### config.mk
export PLATFORM = sky130hd
export DESIGN_NAME = fht_frame_sequencer_flat
export DESIGN_NICKNAME = d
export VERILOG_FILES = /design/src/rtl/fht_frame_sequencer_if.sv /design/src/rtl/fht_frame_sequencer.sv /design/src/flat_wrapper.sv
export SDC_FILE = /design/constraint.sdc
export NUM_CORES = 1
export LEC_CHECK = 0
export BUFFER_PORTS_ARGS = -buffer_cell sky130_fd_sc_hd__buf_2
export CORE_AREA = 2 2 157 144
export CTS_BUF_LIST = sky130_fd_sc_hd__clkbuf_8
export CTS_CLUSTER_SIZE = 25
export DETAILED_ROUTE_END_ITERATION = 12
export DIE_AREA = 0 0 159 146
export SLEW_MARGIN = 20
export SYNTH_ARGS = -nofsm -noshare
export SYNTH_HDL_FRONTEND = slang
export SYNTH_SLANG_ARGS = --single-unit
### constraint.sdc
create_clock -name iCLK -period 2.76 [get_ports iCLK]
set_input_delay 0.552 -clock iCLK [delete_from_list [all_inputs] [get_ports iCLK]]
set_output_delay 0.552 -clock iCLK [all_outputs]
set_load 0.01 [all_outputs]
### src/rtl/fht_frame_sequencer_if.sv
// Signal bundle between the FHT frame sequencer and its environment (sample
// source, FHT core, result sink). The master modport is the sequencer's view.
`timescale 1ns/1ps
interface fht_frame_sequencer_if #(
  parameter int D_BIT = 16,
  parameter int A_BIT = 8
);
  logic                    iENABLE;
  logic [D_BIT-2:0]        iS_DATA;
  logic                    iS_VALID;
  logic                    oS_READY;
  logic [D_BIT-2:0]        oC_DATA;
  logic [A_BIT-1:0]        oC_ADDR_WR;
  logic [3:0]              oC_WE;
  logic                    oC_START;
  logic                    iC_RDY;
  logic [A_BIT-1:0]        oC_ADDR_RD;
  logic signed [D_BIT-1:0] iC_DATA_0;
  logic signed [D_BIT-1:0] iC_DATA_1;
  logic signed [D_BIT-1:0] iC_DATA_2;
  logic signed [D_BIT-1:0] iC_DATA_3;
  logic signed [D_BIT-1:0] oM_DATA;
  logic                    oM_VALID;
  logic                    oM_LAST;
  logic                    iM_READY;
  logic                    oBUSY;

  modport master (
    input  iENABLE, iS_DATA, iS_VALID, iC_RDY,
           iC_DATA_0, iC_DATA_1, iC_DATA_2, iC_DATA_3, iM_READY,
    output oS_READY, oC_DATA, oC_ADDR_WR, oC_WE, oC_START, oC_ADDR_RD,
           oM_DATA, oM_VALID, oM_LAST, oBUSY
  );

  modport slave (
    output iENABLE, iS_DATA, iS_VALID, iC_RDY,
           iC_DATA_0, iC_DATA_1, iC_DATA_2, iC_DATA_3, iM_READY,
    input  oS_READY, oC_DATA, oC_ADDR_WR, oC_WE, oC_START, oC_ADDR_RD,
           oM_DATA, oM_VALID, oM_LAST, oBUSY
  );
endinterface

### src/rtl/fht_frame_sequencer.sv
// Frame sequencer around the FHT core: scatters a sample frame over the four
// RAM(A) banks, kicks the core, then streams the banks back out in index order.
//
// state     | meaning
// S_IDLE    | no frame; waits for iENABLE
// S_LOAD    | accepting samples, one core bank write per handshake
// S_KICK    | all samples written; launches the one-cycle core start
// S_WAIT_LO | waits for the core to drop oRDY (start acknowledged)
// S_WAIT_HI | waits for the core to raise oRDY (transform done)
// S_UNLOAD  | credit-limited bank reads feeding the result FIFO
`timescale 1ns/1ps
module fht_frame_sequencer #(
  parameter int D_BIT  = 16,
  parameter int A_BIT  = 8,
  parameter int RD_LAT = 2
) (
  input logic                   iCLK,
  input logic                   iRESET,
  fht_frame_sequencer_if.master bus
);
  localparam int N     = 4 * (2 ** A_BIT);
  localparam int J_BIT = A_BIT + 2;
  localparam int DEPTH = RD_LAT + 1;
  localparam int P_BIT = (DEPTH > 1) ? $clog2(DEPTH) : 1;
  localparam int C_BIT = $clog2(2 * DEPTH + 1);

  typedef enum logic [2:0] {
    S_IDLE, S_LOAD, S_KICK, S_WAIT_LO, S_WAIT_HI, S_UNLOAD
  } state_t;

  state_t                  r_state;
  logic                    r_s_ready;
  logic [D_BIT-2:0]        r_c_data;
  logic [A_BIT-1:0]        r_c_addr_wr;
  logic [3:0]              r_c_we;
  logic                    r_c_start;
  logic [A_BIT-1:0]        r_c_addr_rd;
  logic [J_BIT-1:0]        r_wr_idx;
  logic [J_BIT-1:0]        r_rd_idx;
  logic                    r_issue_done;
  logic                    r_pipe_vld  [RD_LAT];
  logic [1:0]              r_pipe_tag  [RD_LAT];
  logic                    r_pipe_last [RD_LAT];
  logic signed [D_BIT-1:0] r_fifo_data [DEPTH];
  logic                    r_fifo_last [DEPTH];
  logic [P_BIT-1:0]        r_wr_ptr;
  logic [P_BIT-1:0]        r_rd_ptr;
  logic [C_BIT-1:0]        r_count;

  logic                    w_s_hs;
  logic                    w_m_valid;
  logic                    w_m_pop;
  logic                    w_head_last;
  logic                    w_issue;
  logic [C_BIT-1:0]        w_inflight;
  logic [C_BIT-1:0]        w_used;
  logic                    w_ret_vld;
  logic                    w_ret_last;
  logic signed [D_BIT-1:0] w_ret_data;

  // The core output is taken RD_LAT cycles after the issue cycle, when the
  // matching tag leaves the pipe. A slot freed by this cycle's pop may be
  // reused right away, which is what sustains one result per cycle.
  always_comb begin
    w_inflight = '0;
    for (int k = 0; k < RD_LAT; k++)
      w_inflight = w_inflight + C_BIT'(r_pipe_vld[k]);
    w_s_hs      = bus.iS_VALID && r_s_ready;
    w_m_valid   = (r_count != '0);
    w_head_last = r_fifo_last[r_rd_ptr];
    w_m_pop     = w_m_valid && bus.iM_READY;
    w_used      = w_inflight + r_count - C_BIT'(w_m_pop);
    w_issue     = (r_state == S_UNLOAD) && !r_issue_done && (w_used < C_BIT'(DEPTH));
    w_ret_vld   = r_pipe_vld[RD_LAT-1];
    w_ret_last  = r_pipe_last[RD_LAT-1];
    case (r_pipe_tag[RD_LAT-1])
      2'd0:    w_ret_data = bus.iC_DATA_0;
      2'd1:    w_ret_data = bus.iC_DATA_1;
      2'd2:    w_ret_data = bus.iC_DATA_2;
      default: w_ret_data = bus.iC_DATA_3;
    endcase
  end

  always_ff @(posedge iCLK) begin
    if (iRESET) begin
      r_state      <= S_IDLE;
      r_s_ready    <= 1'b0;
      r_c_data     <= '0;
      r_c_addr_wr  <= '0;
      r_c_we       <= '0;
      r_c_start    <= 1'b0;
      r_c_addr_rd  <= '0;
      r_wr_idx     <= '0;
      r_rd_idx     <= '0;
      r_issue_done <= 1'b0;
      r_wr_ptr     <= '0;
      r_rd_ptr     <= '0;
      r_count      <= '0;
      for (int k = 0; k < RD_LAT; k++) begin
        r_pipe_vld[k]  <= 1'b0;
        r_pipe_tag[k]  <= '0;
        r_pipe_last[k] <= 1'b0;
      end
      for (int k = 0; k < DEPTH; k++) begin
        r_fifo_data[k] <= '0;
        r_fifo_last[k] <= 1'b0;
      end
    end else begin
      r_c_we    <= '0;
      r_c_start <= 1'b0;

      r_pipe_vld[0]  <= w_issue;
      r_pipe_tag[0]  <= r_rd_idx[1:0];
      r_pipe_last[0] <= (r_rd_idx == J_BIT'(N - 1));
      for (int k = 1; k < RD_LAT; k++) begin
        r_pipe_vld[k]  <= r_pipe_vld[k-1];
        r_pipe_tag[k]  <= r_pipe_tag[k-1];
        r_pipe_last[k] <= r_pipe_last[k-1];
      end
      if (w_issue) begin
        r_c_addr_rd <= r_rd_idx[J_BIT-1:2];
        r_rd_idx    <= r_rd_idx + J_BIT'(1);
        if (r_rd_idx == J_BIT'(N - 1))
          r_issue_done <= 1'b1;
      end

      if (w_ret_vld) begin
        r_fifo_data[r_wr_ptr] <= w_ret_data;
        r_fifo_last[r_wr_ptr] <= w_ret_last;
        r_wr_ptr <= (r_wr_ptr == P_BIT'(DEPTH - 1)) ? '0 : r_wr_ptr + P_BIT'(1);
      end
      if (w_m_pop)
        r_rd_ptr <= (r_rd_ptr == P_BIT'(DEPTH - 1)) ? '0 : r_rd_ptr + P_BIT'(1);
      r_count <= r_count + C_BIT'(w_ret_vld) - C_BIT'(w_m_pop);

      case (r_state)
        S_IDLE: begin
          if (bus.iENABLE) begin
            r_state   <= S_LOAD;
            r_s_ready <= 1'b1;
            r_wr_idx  <= '0;
          end
        end
        S_LOAD: begin
          if (w_s_hs) begin
            r_c_data    <= bus.iS_DATA;
            r_c_addr_wr <= r_wr_idx[J_BIT-1:2];
            r_c_we      <= 4'b0001 << r_wr_idx[1:0];
            r_wr_idx    <= r_wr_idx + J_BIT'(1);
            if (r_wr_idx == J_BIT'(N - 1)) begin
              r_state   <= S_KICK;
              r_s_ready <= 1'b0;
            end
          end
        end
        S_KICK: begin
          r_c_start <= 1'b1;
          r_state   <= S_WAIT_LO;
        end
        S_WAIT_LO: begin
          if (!bus.iC_RDY)
            r_state <= S_WAIT_HI;
        end
        S_WAIT_HI: begin
          if (bus.iC_RDY) begin
            r_state      <= S_UNLOAD;
            r_rd_idx     <= '0;
            r_issue_done <= 1'b0;
          end
        end
        S_UNLOAD: begin
          if (w_m_pop && w_head_last)
            r_state <= S_IDLE;
        end
        default: r_state <= S_IDLE;
      endcase
    end
  end

  assign bus.oS_READY   = r_s_ready;
  assign bus.oC_DATA    = r_c_data;
  assign bus.oC_ADDR_WR = r_c_addr_wr;
  assign bus.oC_WE      = r_c_we;
  assign bus.oC_START   = r_c_start;
  assign bus.oC_ADDR_RD = r_c_addr_rd;
  assign bus.oM_DATA    = r_fifo_data[r_rd_ptr];
  assign bus.oM_VALID   = w_m_valid;
  assign bus.oM_LAST    = w_m_valid && w_head_last;
  assign bus.oBUSY      = (r_state != S_IDLE);
endmodule

### src/flat_wrapper.sv
// flat-port wrapper written by rule: the top's interface ports become plain ports
module fht_frame_sequencer_flat 
#(
  parameter int D_BIT  = 16,
  parameter int A_BIT  = 8,
  parameter int RD_LAT = 2
)
  (iCLK, iRESET, bus_iENABLE, bus_iS_DATA, bus_iS_VALID, bus_iC_RDY, bus_iC_DATA_0, bus_iC_DATA_1, bus_iC_DATA_2, bus_iC_DATA_3, bus_iM_READY, bus_oS_READY, bus_oC_DATA, bus_oC_ADDR_WR, bus_oC_WE, bus_oC_START, bus_oC_ADDR_RD, bus_oM_DATA, bus_oM_VALID, bus_oM_LAST, bus_oBUSY);
  fht_frame_sequencer_if #(.D_BIT(D_BIT), .A_BIT(A_BIT)) bus_i ();
  input logic iCLK;
  input logic iRESET;
  input wire logic [$bits(bus_i.iENABLE)-1:0] bus_iENABLE;
  input wire logic [$bits(bus_i.iS_DATA)-1:0] bus_iS_DATA;
  input wire logic [$bits(bus_i.iS_VALID)-1:0] bus_iS_VALID;
  input wire logic [$bits(bus_i.iC_RDY)-1:0] bus_iC_RDY;
  input wire logic [$bits(bus_i.iC_DATA_0)-1:0] bus_iC_DATA_0;
  input wire logic [$bits(bus_i.iC_DATA_1)-1:0] bus_iC_DATA_1;
  input wire logic [$bits(bus_i.iC_DATA_2)-1:0] bus_iC_DATA_2;
  input wire logic [$bits(bus_i.iC_DATA_3)-1:0] bus_iC_DATA_3;
  input wire logic [$bits(bus_i.iM_READY)-1:0] bus_iM_READY;
  output wire logic [$bits(bus_i.oS_READY)-1:0] bus_oS_READY;
  output wire logic [$bits(bus_i.oC_DATA)-1:0] bus_oC_DATA;
  output wire logic [$bits(bus_i.oC_ADDR_WR)-1:0] bus_oC_ADDR_WR;
  output wire logic [$bits(bus_i.oC_WE)-1:0] bus_oC_WE;
  output wire logic [$bits(bus_i.oC_START)-1:0] bus_oC_START;
  output wire logic [$bits(bus_i.oC_ADDR_RD)-1:0] bus_oC_ADDR_RD;
  output wire logic [$bits(bus_i.oM_DATA)-1:0] bus_oM_DATA;
  output wire logic [$bits(bus_i.oM_VALID)-1:0] bus_oM_VALID;
  output wire logic [$bits(bus_i.oM_LAST)-1:0] bus_oM_LAST;
  output wire logic [$bits(bus_i.oBUSY)-1:0] bus_oBUSY;
  assign bus_i.iENABLE = bus_iENABLE;
  assign bus_i.iS_DATA = bus_iS_DATA;
  assign bus_i.iS_VALID = bus_iS_VALID;
  assign bus_i.iC_RDY = bus_iC_RDY;
  assign bus_i.iC_DATA_0 = bus_iC_DATA_0;
  assign bus_i.iC_DATA_1 = bus_iC_DATA_1;
  assign bus_i.iC_DATA_2 = bus_iC_DATA_2;
  assign bus_i.iC_DATA_3 = bus_iC_DATA_3;
  assign bus_i.iM_READY = bus_iM_READY;
  assign bus_oS_READY = bus_i.oS_READY;
  assign bus_oC_DATA = bus_i.oC_DATA;
  assign bus_oC_ADDR_WR = bus_i.oC_ADDR_WR;
  assign bus_oC_WE = bus_i.oC_WE;
  assign bus_oC_START = bus_i.oC_START;
  assign bus_oC_ADDR_RD = bus_i.oC_ADDR_RD;
  assign bus_oM_DATA = bus_i.oM_DATA;
  assign bus_oM_VALID = bus_i.oM_VALID;
  assign bus_oM_LAST = bus_i.oM_LAST;
  assign bus_oBUSY = bus_i.oBUSY;
  fht_frame_sequencer #(.D_BIT(D_BIT), .A_BIT(A_BIT), .RD_LAT(RD_LAT)) u_core (.iCLK(iCLK), .iRESET(iRESET), .bus(bus_i));
endmodule
# After elaboration in Yosys (flattened, before gate mapping)
# Memory sizes are Yosys's and may differ from the RTL's. A register that Yosys moved wholly into a read port is not among the register bits.
# Cells that the tools add are included.
# Widths: inputs -> output; s select.
dict set report totals {
  ff_bits 68
  ramBits 59
  out_inout_bits 56
  mem_count 5
}
dict set report op_classes {
  add_sub_neg 9
  n_lt_le_gt_ge 1
  n_eq_ne 17
  shifts 1
  muxes 47
  bitwise_logic 8
  reduce_logical 19
}
# name depth width read_ports rd_ports_with_merged_regs wr line_no
set memory_table {}
lappend memory_table {u_core.r_fifo_data 3 16 1 1 3 fht_frame_sequencer.sv:44} ;# logic signed [D_BIT-1:0] r_fifo_data [DEPTH];
lappend memory_table {u_core.r_pipe_tag 2 2 2 0 2 fht_frame_sequencer.sv:42} ;# logic [1:0] r_pipe_tag [RD_LAT];
lappend memory_table {u_core.r_fifo_last 3 1 1 1 3 fht_frame_sequencer.sv:45} ;# logic r_fifo_last [DEPTH];
lappend memory_table {u_core.r_pipe_last 2 1 2 0 2 fht_frame_sequencer.sv:43} ;# logic r_pipe_last [RD_LAT];
lappend memory_table {u_core.r_pipe_vld 2 1 2 0 2 fht_frame_sequencer.sv:41} ;# logic r_pipe_vld [RD_LAT];
# op n
set ops {}
lappend ops {{$mux 10} 5}
lappend ops {{$pmux 16 s3} 1}
lappend ops {{$mux 1} 21}
lappend ops {{$add 10x1->10 const B} 2}
lappend ops {{$eq 10x10->1 const B} 2}
lappend ops {{$mux 2} 10}
lappend ops {{$pmux 10 s2} 1}
lappend ops {{$mux 3} 6}
lappend ops {{$pmux 3 s6} 1}
lappend ops {{$mux 16} 1}
lappend ops {{$reduce_or 16->1} 1}
lappend ops {{$ne 2x2->1 const B} 4}
lappend ops {{$eq 2x2->1 const B} 3}
lappend ops {{$eq 3x2->1 const B} 2}
lappend ops {{$eq 3x3->1 const B} 2}
lappend ops {{$logic_and 1x1->1} 6}
lappend ops {{$or 1x1->1} 6}
lappend ops {{$reduce_and 6->1} 1}
lappend ops {{$reduce_bool 3->1} 2}
lappend ops {{$sub 3x1->3} 2}
lappend ops {{$add 2x1->2 const B} 2}
lappend ops {{$ne 2x1->1 const B} 2}
lappend ops {{$reduce_and 4->1} 1}
lappend ops {{$shl 1x2->4 const A} 1}
lappend ops {{16 further kinds} 17}

# Logic depth before layout (Yosys ltp)
# An unclocked memory read counts as a cell.
dict set report logic_depth {
  depth_word 9
  depth_mapped 14
  depth_no_buf 10
}

# Worst setup path after synthesis
# OpenSTA, ideal clock, no wires.
dict set report synth_timing {
  path_kind {flip-flop to flip-flop}
  start {register u_core.r_count[1]}
  end {register u_core.r_rd_idx[5]}
  arrival_ps 2959
  slack_ps -269
  stages_incl_launch_ff 13
  n_path_buf 2
  cell_sequence {dfxtp_1 or3_1 clkbuf_1 nand2_1 mux2i_1 ha_1 inv_1 fa_1 nor2b_1 or4_1 buf_2 or4_1 a21oi_1}
}
dict set report synth_via {
  elab_chain_len 8
  word_cells_on_any_way 9
}
# element line_no
set synth_rtl {}
lappend synth_rtl {{from (decl)} fht_frame_sequencer.sv:48} ;# logic [C_BIT-1:0] r_count;
lappend synth_rtl {{from (signal assigned)} fht_frame_sequencer.sv:134} ;# r_count <= r_count + C_BIT'(w_ret_vld) - C_BIT'(w_m_pop);
lappend synth_rtl {{$reduce_bool 3->1 *} fht_frame_sequencer.sv:69} ;# w_m_valid = (r_count != '0);
lappend synth_rtl {{via bus_oM_VALID} flat_wrapper.sv:28} ;# output wire logic [$bits(bus_i.oM_VALID)-1:0] bus_oM_VALID;
lappend synth_rtl {{$logic_and 1x1->1 *} fht_frame_sequencer.sv:71} ;# w_m_pop = w_m_valid && bus.iM_READY;
lappend synth_rtl {{$sub 3x1->3 *} fht_frame_sequencer.sv:72} ;# w_used = w_inflight + r_count - C_BIT'(w_m_pop);
lappend synth_rtl {{$lt 3x2->1 *} fht_frame_sequencer.sv:73} ;# w_issue = (r_state == S_UNLOAD) && !r_issue_done && (w_used < C_BIT'(DEPTH));
lappend synth_rtl {{$logic_and 1x1->1 *} fht_frame_sequencer.sv:73}
lappend synth_rtl {{$mux 10 *} fht_frame_sequencer.sv:120} ;# if (w_issue) begin
lappend synth_rtl {{$mux 10} fht_frame_sequencer.sv:165} ;# if (bus.iC_RDY) begin
lappend synth_rtl {{$mux 10 *} fht_frame_sequencer.sv:136} ;# case (r_state)
lappend synth_rtl {{to (signal assigned)} fht_frame_sequencer.sv:122} ;# r_rd_idx <= r_rd_idx + J_BIT'(1);
lappend synth_rtl {{to (decl)} fht_frame_sequencer.sv:39} ;# logic [J_BIT-1:0] r_rd_idx;
# The timed path passes the listed nets; every way through them passes the cells marked *.
# A chain may end at the register's enable or synchronous reset.

# Worst setup path in the final report
dict set report layout_timing {
  start {register u_core.r_count[1]}
  end {register u_core.r_rd_idx[5]}
}
dict set report layout_via {
  elab_chain_len 8
  word_cells_on_any_way 9
}
# element line_no
set layout_rtl {}
lappend layout_rtl {{branches (longest 2 deep; another with $add 3x3->3)} --}
lappend layout_rtl {{$sub 3x1->3 *} fht_frame_sequencer.sv:72}
lappend layout_rtl {{$lt 3x2->1 *} fht_frame_sequencer.sv:73}
lappend layout_rtl {{$logic_and 1x1->1 *} fht_frame_sequencer.sv:73}
lappend layout_rtl {{$mux 10 *} fht_frame_sequencer.sv:120}
lappend layout_rtl {{$mux 10} fht_frame_sequencer.sv:165}
lappend layout_rtl {{$mux 10 *} fht_frame_sequencer.sv:136}
# Mark *: on every way between the ends.

==> impl_metrics.csv <==
group,metric,value,unit
grt,grt_max_degree,36,
synth,synth_area_leaders,"edfxtp_1 32%, dfxtp_1 25%, mux4_2 12%",
route,initialDrtViolationCount,340,
layout,fin_cells,1010,
layout,final_common_cell,"buf_2",
layout,drive_gt1_frac,0.3844,
route,wl_met1,6767,um
min_path,holdCritStartpoint,"bus_iS_DATA[10]",
sta,worst_slack,-0.08807,ns
cts,htreeDepth,4,
floorplanning,start_util,0.2971,
min_path,holdPathEnd,"u_core.bus.oC_DATA[10]",
worst_setup_path,regToRegEndpoint,"u_core.r_rd_idx[5]",
cts,cts_buffers,17,
cts,clkTransAtPathRegs,0.09,ns
route,dr.pass1.iters,4,
route,highest_layer,"met4",
grt,antenna_found_initial,1,
layout,ff_latch_area,3606,sq um
synth,seq_area_frac_synth,0.5657,
placement,numPortBuffers,140,
synth,synthDominantCellAreaShare,0.3206,
placement,dp.cells,969,
route,dr_wl_met3,320,um
placement,dpl-instance-area,7532,sq um
power_and_ir_drop,power_density,593.0,nW/um^2
cts,clock_latency,0.45,ns
synth,synth_cell_types,46,
sta,hold_ws,0.3292,ns
floorplanning,boundaryPins,141,
route,drt-wirelength-per-cell,14.92,um
synth,synthCells,543,
worst_setup_path,rrSetupSlack,-0.09,ns
sta,fmax,351.1,MHz
layout,area_growth,27.30,%
status,outcome,"complete, but fails checks",
floorplanning,dieArea,23210,sq um
floorplanning,die_height,146,um
route,viasPerCell,4.618,
grt,grt_pass1_vias,4791,
sta,post-route-period-util,1.032,
synth,async_flop_share,0,
cts,cts_tree,"done",
route,drc,0,
worst_setup_path,reg2reg_depth,11,
sta,slew_violations,0,
route,via_count,4664,
synth,netlist_area,6370,sq um
worst_setup_path,end_kind,"flip-flop",
sta,final_hold_viol_count,0,
sta,relSlewSlack,0.6167,
power_and_ir_drop,power,0.004809,W
route,wl_met2,7709,um
route,ant_nets,0,
worst_setup_path,cp-start-kind,"flip-flop",
cts,cts_root_buf,"clkbuf_8",
synth,ys_ff_latch,146,
floorplanning,rows,51,
job,maxCapViolCount,0,
sta,fin_crit,2.848,ns
min_path,min_path_cells,3,
grt,grt-ovfl-total,0,
grt,grt.total_usage,0.1317,
min_path,hp-class,"in -> reg",
worst_setup_path,cp.required,3.15,ns
layout,fillerInstances,2168,
floorplanning,core_area,21440,sq um
layout,final_area,8109,sq um
worst_setup_path,path_class,"reg -> reg",
sta,setup_viol,6,
layout,layout_common_cells,"140 x buf_2, 76 x dfxtp_1, 71 x nand2_1, 68 x edfxtp_1, 40 x a21oi_1",
synth,yosys.area.top_type,"edfxtp_1",
cts,clock_sinks,146,
layout,nNetsFinal,798,
cts,hold_buffers,0,
synth,synth-edff-count,68,
sta,rsz0062_at_grt,"yes",
synth,synth_fp_nets,636,
worst_setup_path,rr_startpoint,"u_core.r_count[1]",
placement,gp_congestion,0.7623,
worst_setup_path,critPathArrivalTime,3.23,ns
floorplanning,die_w,159,um
cts,clockBufferDepth,2,
power_and_ir_drop,p_leak,3.172,nW
sta,clock_skew,0.01176,ns
synth,ys.flop_type,"dfxtp_1",
sta,worstMarginPinSlew,0.5742,ns
layout,final_util,0.3782,
synth,syn_area_per_cell,11.73,sq um
worst_setup_path,crit_fanout,5,
route,routed_wl,15070,um
grt,grt_pass1_wl,24270,um
synth,ys_warn_count,0,
placement,dp.final_hpwl,10190,um
power_and_ir_drop,peakVddDrop,0.2363,mV
layout,multi_input_area,2706,sq um
status,violations,"negative setup slack",
-- power breakdown --
part / internal [W] / switching (W)
Sequential: 0.00232 / 0.0000263
Combinational: 0.000456 / 0.000377
Clock: 0.000736 / 0.000895
Total: 0.00351 / 0.00130
-- kinds of logic (layout without fill, tap and decap cells) --
logic type,count (synthesis),count (layout),share of synthesized area
compound gates,74,74,0.06561
buf+inv,43,218,0.02593
mux,37,37,0.1232
simple gates,228,228,0.1897
xor+xnor,7,7,0.01179
fa+ha+maj,8,8,0.01807
other cells,0,1,0
flops,146,146,0.5657
-- worst max-delay path, cell delays in order, from the launching register on --
cell	delay, ns
dfxtp_2	0.33
or3_4	0.39
nand2_4	0.08
mux2i_4	0.07
ha_2	0.19
inv_2	0.05
fa_2	0.19
xnor3_1	0.24
or4_4	0.52
buf_6	0.15
or4_1	0.46
a21oi_1	0.12
-- worst max path at each step --
stage,cells after the start,end,start,slack [ns]
5_1_grt,10,u_core.r_rd_idx[5],u_core.r_count[0],-0.18
3_3_place_gp,12,u_core.r_rd_idx[4],bus_iM_READY,-0.27
2_1_floorplan,10,u_core.r_rd_idx[5],u_core.r_count[2],-0.10
3_5_place_dp,11,u_core.r_rd_idx[9],bus_iM_READY,-0.33
6_report,11,u_core.r_rd_idx[5],u_core.r_count[1],-0.09
4_1_cts,11,u_core.r_rd_idx[5],u_core.r_count[1],-0.06
-- state kept, by name (all words and copies together) (netlist names), 3 cells and up, named ones only --
register / flops
u_core.bus.oC_ADDR_RD: 8
u_core.bus.oC_ADDR_WR: 8
u_core.bus.oC_DATA: 15
u_core.bus.oC_WE: 4
u_core.r_count: 3
u_core.r_fifo_data: 64
u_core.r_fifo_last: 4
u_core.r_pipe_tag: 4
u_core.r_rd_idx: 10
u_core.r_state: 3
u_core.r_wr_idx: 10
-- per-stage QoR --
| step | setup slack [ns] | TNS, ns |
|---|---|---|
| 6_report | -0.08807 | -0.3038 |
| 3_3_place_gp | -0.2718 | -1.815 |
| 3_5_place_dp | -0.3305 | -2.282 |
| 4_1_cts | -0.06492 | -0.1398 |
| 2_1_floorplan | -0.1024 | -0.5902 |
| 5_1_grt | -0.1816 | -1.254 |
-- area by class of cell --
| cell class | count | area share |
|---|---|---|
| clock inverters | 15 | 0.01805 |
| diodes | 1 | 0.0003086 |
| clock buffers | 17 | 0.02885 |
| flip-flops and latches | 146 | 0.4447 |
| repair buffers | 179 | 0.1262 |
| inverters | 7 | 0.003240 |
| well taps | 291 | 0.04490 |
| multi-input cells | 354 | 0.3337 |
-- repair_timing --
action                     in CTS  in global routing
hold endpoints to repair        0                  0
cloned                          1                  0
resized for setup              18                 21
pin swaps                      18                  6
buffers inserted                5                  2
setup endpoints to repair       8                 17
-- per-layer routing --
layer  global-route usage  up-vias
met1               0.1619     2268
li1                     -     2311
met4              0.05364        0
met3              0.03106       16
met5                    0        -
met2               0.2235       69
-- cell usage after synthesis, drive strengths merged (2+ instances only) --
library cell	instances
or3b	2
or2	4
nor2	22
ha	6
o2111ai	2
nand4	4
nand4b	2
a21oi	45
buf	7
xor2	4
nor2b	11
nor3	4
clkbuf	29
nor4	5
and2	36
o21ai	10
nand2	80
or3	7
or4	10
o31ai	5
and3	21
and4	2
nand3b	2
mux2i	3
a21o	2
xnor2	2
nand3	8
dfxtp	78
fa	2
nor4b	3
mux4	33
inv	7
a31oi	3
edfxtp	68
nor3b	2
o211ai	4
(Power assumes the default switching activity.)
